--- src/rtl/alu_ctrl_pkg.sv ---
// Shared constants for alu_ctrl: ULA COND opcodes, FSM state encoding, default width.
package alu_ctrl_pkg;

    localparam int ALU_W_DEFAULT = 8;

    localparam logic [1:0] OP_ADD = 2'b00;
    localparam logic [1:0] OP_SUB = 2'b01;
    localparam logic [1:0] OP_AND = 2'b10;
    localparam logic [1:0] OP_OR  = 2'b11;

    typedef enum logic [1:0] {
        ST_IDLE = 2'b00,
        ST_EXEC = 2'b01,
        ST_DONE = 2'b10
    } state_t;

endpackage

--- src/rtl/alu_ctrl.sv ---
// Command/result stream controller around an external combinational 8-bit ULA.
// Optional accumulator operand source enabled by defining ALU_CTRL_ACC_EN.
module alu_ctrl
    import alu_ctrl_pkg::*;
#(
    parameter int W     = ALU_W_DEFAULT,
    parameter int CNT_W = 8
) (
    input  logic             CLK,
    input  logic             RST,
    input  logic             CMD_VALID,
    output logic             CMD_READY,
    input  logic [1:0]       CMD_OP,
    input  logic             CMD_SRC,
    input  logic [W-1:0]     CMD_A,
    input  logic [W-1:0]     CMD_B,
    output logic [W-1:0]     ALU_A,
    output logic [W-1:0]     ALU_B,
    output logic [1:0]       ALU_COND,
    input  logic [W-1:0]     ALU_OUT,
    input  logic             ALU_CARRY,
    output logic             RES_VALID,
    input  logic             RES_READY,
    output logic [W-1:0]     RES_DATA,
    output logic             RES_CARRY,
    output logic [CNT_W-1:0] OP_COUNT
);

    state_t             state_r;
    state_t             state_next_s;
    logic               accept_s;
    logic               deliver_s;
    logic               cmd_ready_r;
    logic [W-1:0]       alu_a_r;
    logic [W-1:0]       alu_b_r;
    logic [1:0]         alu_cond_r;
    logic               res_valid_r;
    logic [W-1:0]       res_data_r;
    logic               res_carry_r;
    logic [CNT_W-1:0]   op_count_r;
    logic [W-1:0]       operand_a_s;

`ifdef ALU_CTRL_ACC_EN
    logic [W-1:0]       acc_r;

    // Operand A comes from the accumulator when the command asks for it
    always_comb begin
        operand_a_s = CMD_A;
        if (CMD_SRC) begin
            operand_a_s = acc_r;
        end else begin
            operand_a_s = CMD_A;
        end
    end

    // Accumulator follows each result as it is captured from the ULA
    always_ff @(posedge CLK) begin
        if (RST) begin
            acc_r <= {W{1'b0}};
        end else if (state_r == ST_EXEC) begin
            acc_r <= ALU_OUT;
        end else begin
            acc_r <= acc_r;
        end
    end
`else
    logic               unused_src_s;

    assign unused_src_s = CMD_SRC;

    // Without the accumulator, operand A is always the command operand
    always_comb begin
        operand_a_s = CMD_A;
    end
`endif

    // Next-state logic and handshake qualifiers
    always_comb begin
        state_next_s = state_r;
        accept_s     = 1'b0;
        deliver_s    = 1'b0;
        case (state_r)
            ST_IDLE: begin
                if (CMD_VALID) begin
                    accept_s     = 1'b1;
                    state_next_s = ST_EXEC;
                end else begin
                    state_next_s = ST_IDLE;
                end
            end
            ST_EXEC: begin
                state_next_s = ST_DONE;
            end
            ST_DONE: begin
                if (RES_READY) begin
                    deliver_s    = 1'b1;
                    state_next_s = ST_IDLE;
                end else begin
                    state_next_s = ST_DONE;
                end
            end
            default: begin
                state_next_s = ST_IDLE;
            end
        endcase
    end

    // State register, ULA operand registers and result stream registers
    always_ff @(posedge CLK) begin
        if (RST) begin
            state_r     <= ST_IDLE;
            cmd_ready_r <= 1'b1;
            alu_a_r     <= {W{1'b0}};
            alu_b_r     <= {W{1'b0}};
            alu_cond_r  <= OP_ADD;
            res_valid_r <= 1'b0;
            res_data_r  <= {W{1'b0}};
            res_carry_r <= 1'b0;
            op_count_r  <= {CNT_W{1'b0}};
        end else begin
            state_r     <= state_next_s;
            cmd_ready_r <= (state_next_s == ST_IDLE);
            if (accept_s) begin
                alu_a_r    <= operand_a_s;
                alu_b_r    <= CMD_B;
                alu_cond_r <= CMD_OP;
            end else begin
                alu_a_r    <= alu_a_r;
                alu_b_r    <= alu_b_r;
                alu_cond_r <= alu_cond_r;
            end
            // ULA carry is always that of A+B, so it only means something for add
            if (state_r == ST_EXEC) begin
                res_valid_r <= 1'b1;
                res_data_r  <= ALU_OUT;
                res_carry_r <= (alu_cond_r == OP_ADD) ? ALU_CARRY : 1'b0;
            end else if (deliver_s) begin
                res_valid_r <= 1'b0;
            end else begin
                res_valid_r <= res_valid_r;
            end
            if (deliver_s) begin
                op_count_r <= op_count_r + {{(CNT_W-1){1'b0}}, 1'b1};
            end else begin
                op_count_r <= op_count_r;
            end
        end
    end

    assign CMD_READY = cmd_ready_r;
    assign ALU_A     = alu_a_r;
    assign ALU_B     = alu_b_r;
    assign ALU_COND  = alu_cond_r;
    assign RES_VALID = res_valid_r;
    assign RES_DATA  = res_data_r;
    assign RES_CARRY = res_carry_r;
    assign OP_COUNT  = op_count_r;

endmodule

--- config.mk ---
export PLATFORM = sky130hd
export DESIGN_NAME = alu_ctrl
export DESIGN_NICKNAME = d
export VERILOG_FILES = /design/src/rtl/alu_ctrl_pkg.sv /design/src/rtl/alu_ctrl.sv
export SDC_FILE = /design/constraint.sdc
export NUM_CORES = 1
export LEC_CHECK = 0
export CORE_MARGIN = 1.5
export CORE_UTILIZATION = 36
export CTS_CLUSTER_DIAMETER = 150
export CTS_CLUSTER_SIZE = 20
export DETAILED_ROUTE_END_ITERATION = 6
export PLACE_DENSITY = 0.75
export SETUP_SLACK_MARGIN = 0.1
export SYNTH_ARGS = -nofsm -noshare
export SYNTH_HDL_FRONTEND = slang
export SYNTH_SLANG_ARGS = --single-unit
--- constraint.sdc ---
create_clock -name CLK -period 1.2 [get_ports CLK]
set_input_delay 0.24 -clock CLK [delete_from_list [all_inputs] [get_ports CLK]]
set_output_delay 0.24 -clock CLK [all_outputs]
set_load 0.1 [all_outputs]
[Word-level counts from Yosys, hierarchy flattened]
Cells that the tools add are included.
Storage, ports and cells
  output and inout bits: 37
  logic and storage cells: 26
  bits of input ports: 32
  bits in registers: 39
Operators by class
  equality and inequality tests: 2
  reductions and logical operators: 4
  mux-type cells: 10
  add/subtract/negate cells: 1
Operators by type and width (number)
  8-bit by 1-bit adder with 8-bit output (second input constant): 1
  1-bit 2-to-1 mux: 8
  2-bit logical NOT: 3
  2-bit one-hot mux with 3 select lines: 1
  2-bit by 1-bit equality test with 1-bit output (second input constant): 1
  2-bit equality test (second input constant): 1
  2-bit 2-to-1 mux: 1
  2-bit nonzero test: 1

[Longest topological paths before layout]
  depth in word-level cells: 4
  mapped depth: 6

[Least setup slack after synthesis]
OpenSTA, ideal clock, no wires.
  kind: flip-flop to flip-flop
  start: register op_count_r[0], in the netlist OP_COUNT[0]
  end: register op_count_r[6], in the netlist OP_COUNT[6]
  data required time: 1.129 ns
  path buffers: 0
  arrival time: 1.927 ns
  path slack: -0.798 ns
  cell stages (with the launch flop): 5
  cells stage by stage: dfxtp_1 > ha_1 > nand2_1 > or4_1 > a21oi_1
On the way
  longest elaborated chain between the ends: 1
RTL lines
  start: declaration: RTL line alu_ctrl.sv:40  | logic [CNT_W-1:0] op_count_r;
  start signal: assignment: RTL line alu_ctrl.sv:119  | op_count_r <= {CNT_W{1'b0}};
  start signal: assignment: RTL line alu_ctrl.sv:143  | op_count_r <= op_count_r + {{(CNT_W-1){1'b0}}, 1'b1};
  start signal: assignment: RTL line alu_ctrl.sv:145  | op_count_r <= op_count_r;
  8-bit by 1-bit adder with 8-bit output: RTL line alu_ctrl.sv:143
No other way between the ends.
A chain may end at the register's enable or synchronous reset.

[Worst setup path in the final report]
  start: register state_r[0]
  end: register op_count_r[4], in the netlist OP_COUNT[4]
On the way
  longest elaborated chain between the ends: 2
RTL lines
  start: declaration: RTL line alu_ctrl.sv:29  | state_t state_r;
  start signal: assignment: RTL line alu_ctrl.sv:121  | state_r <= state_next_s;
  2-bit equality test: RTL line alu_ctrl.sv:82  | case (state_r)
  1-bit 2-to-1 mux: RTL line alu_ctrl.sv:82
No other way between the ends.

==> results.cfg <==
[status]
outcome = complete, but fails checks
violations = setup timing

[sta]
final_max_slew_viol_count = 0
finalSetupViolations = 24
fin_setup_tns_ns = -1.697
max_freq_ghz = 0.7454
period_needed_ns = 1.342
finalClockSkew_ns = 0.01083
postLayoutSetupSlackWorst_ns = -0.1416
timing.final.crit_share_pct = 111.8
slew_headroom_pct = 79.33
hold_ws_ns = 0.4605
rsz0062_at_grt = yes
finalHoldViolCount = 0
tightestPinTransition_ns = 0.3075

[synth]
syn-num-nets = 204
yosys_register_bits = 39
synth_fa_ha_area_share_pct = 0.8696
postSynthAreaPerCell_um2 = 8.415
netlist_area_um2 = 1439
yosysWarnings = 0
yosysUniqueCellTypes = 24
synth_seq_area_share_pct = 54.26
synth_compound_area_share_pct = 14.09
muxShareOfSynthArea_pct = 0.6957
synth-simple-area-share_pct = 25.57
syn_inst = 171
synth_top_family_by_area = simple AND/OR/NAND/NOR gates
synth_xor_area_share_pct = 1.217

[route]
routed_wl_um = 4976
wl_per_cell_um = 15.80
drtAntennaViolNets = 0
dr.first_iter.drc_count = 138
vias_per_cell = 4.962
drc = 0
via_count = 1563
drtPass1Iterations = 4

[die]
die_w_um = 66.22
dieArea_um2 = 4385
fp.dieH_um = 66.22
num_rows = 22
io_pins = 69
start_util_pct = 38.44
core_area_um2 = 3744

[setup_path]
worst_ep_required_time_ns = 1.44
cp-start-kind = flop
crit_path_end_kind = flop
critical_path_arrival_ns = 1.58
path_class = flop to flop
worstPathMaxFanout = 5

[power_and_ir_drop]
power_leakage_nw = 1.216
clkPwrFrac_pct = 27.9
p_sw_mw = 1.201
seq_power_share_pct = 39.9
swShare_pct = 33.64
p_per_area_nw_per_um2 = 1129
irDropWorstVdd_v = 0.0008541
p_int_mw = 2.370
pwr-share-comb_pct = 32.2

[global_routing]
grt_pass1_wl_um = 6727
grt_pass1_vias = 1515
grtUsageTotal_pct = 20.54
grt.overflow.total = 0
antenna_found_initial = 0
grt_max_degree = 25

[clocking]
htree_levels = 2
clkSinkCount = 39
clock_latency_ns = 0.30
cts_tree = done
clock-root-buffer = clkbuf_8
clk_path_buf_depth = 2
cts-hold-fix-buffers = 0
numCtsBuffers = 5
clk_pin_slew_ns = 0.08

[placement]
post-place-ws_ns = -0.5155
placed_area_um2 = 2750
dp.cells = 292
dpl.hpwl_um = 2957
io_buffers = 67
gp_congestion = 0.7379

[cells_and_area]
layout_common_cells = 50 x nand2_1, 40 x buf_12, 29 x clkdlybuf4s50_1
layout_commonest_cell = nand2_1
diodes = 0
fin_area_um2 = 3164
syn_to_final_growth_pct = 119.9
nNetsFinal = 299
finalNonFillerCells = 315
drive_gt1_share_pct = 54.68
n_fill_cell = 196

[min_path]
hold_class = input pin to flop

[run]
max-cap-violations = 0
synthesized netlist by cell type, drive strengths merged:
cell / instances / area share, %
o31ai: 3 / 1.6
nand3b: 1 / 1.4
o21ai: 2 / 0.70
or4: 3 / 1.6
buf: 5 / 2.0
nand4: 1 / 0.44
or3: 2 / 0.87
clkbuf: 5 / 1.3
nor2b: 1 / 0.44
nand2b: 1 / 0.44
a21oi: 34 / 12
nor2: 7 / 1.8
nand4b: 2 / 1.2
mux2i: 1 / 0.70
xor2: 2 / 1.2
dfxtp: 39 / 54
nor3b: 1 / 0.87
or3b: 2 / 1.2
nand3: 2 / 0.70
nand2: 56 / 15
ha: 1 / 0.87
power groups by stage:
stage	logic (mW)	clock network (mW)	registers [mW]
2_1_floorplan	0.160	0	1.86
3_3_place_gp	1.02	0	1.45
3_5_place_dp	1.03	0	1.46
4_1_cts	1.06	0.996	1.43
5_1_grt	1.20	1.09	1.43
6_report	1.15	0.998	1.42
per-stage QoR:
stage                     power [mW]  utilization, %
after floorplan                2.020               -
after global placement         2.472           73.46
after detailed placement       2.489           73.46
after CTS                      3.481           78.07
after global routing           3.715           84.53
final                          3.572           84.53
worst paths after layout:
check / start / to / slack, ns / cells past startpoint
max: state_r[0] / OP_COUNT[4] / -0.14 / 4
min: RES_READY / state_r[1] / 0.46 / 3
max reg2reg: state_r[0] / OP_COUNT[4] / -0.14 / 4
min reg2reg: RES_DATA[3] / RES_DATA[3] / 0.47 / 2
routing by layer:
metal | global-route usage [%] | wire [um] | up-vias
li1 | - | - | 764
met3 | 8.007 | 252 | 5
met2 | 36.13 | 2605 | 44
met5 | 0 | 0 | -
met4 | 6.888 | 48 | 0
met1 | 22.36 | 2069 | 750
cell families (layout without fill, tap and decap cells):
logic type | Yosys count | after routing
AND/OR/NAND/NOR | 79 | 79
AO/OA/AOI/OAI | 39 | 39
buffers and inverters | 10 | 106
XOR/XNOR | 2 | 2
adder cells (fa/ha/maj) | 1 | 1
flip-flops | 39 | 39
multiplexers | 1 | 1
registers in the layout, summed over array words and instances (netlist names):
name       cells
ALU_A          8
ALU_B          8
OP_COUNT       8
RES_DATA       8
ALU_COND       2
state_r        2
CMD_READY      1
RES_CARRY      1
RES_VALID      1
worst max-delay path, cell delays in order (launching register included):
cell and delay (ns):
dfxtp_4 0.37, buf_6 0.12, nand4b_1 0.26, or3_4 0.43, a21oi_2 0.11
area by class of cell:
cell class	instances	area [um^2]	share of cell area, %
clock buffers	8	100.1	3.163
multi-input cells	122	748.2	23.65
flip-flops and latches	39	862.1	27.24
well taps	48	60.06	1.898
repair buffers	98	1394	44.05
what timing repair did:
item | CTS | global route
resized for setup | 13 | 37
gates cloned | 1 | 3
buffers inserted | 4 | 7
setup endpoints to repair | 41 | 52
pin swaps | 5 | 21
(Power assumes the default switching activity.)
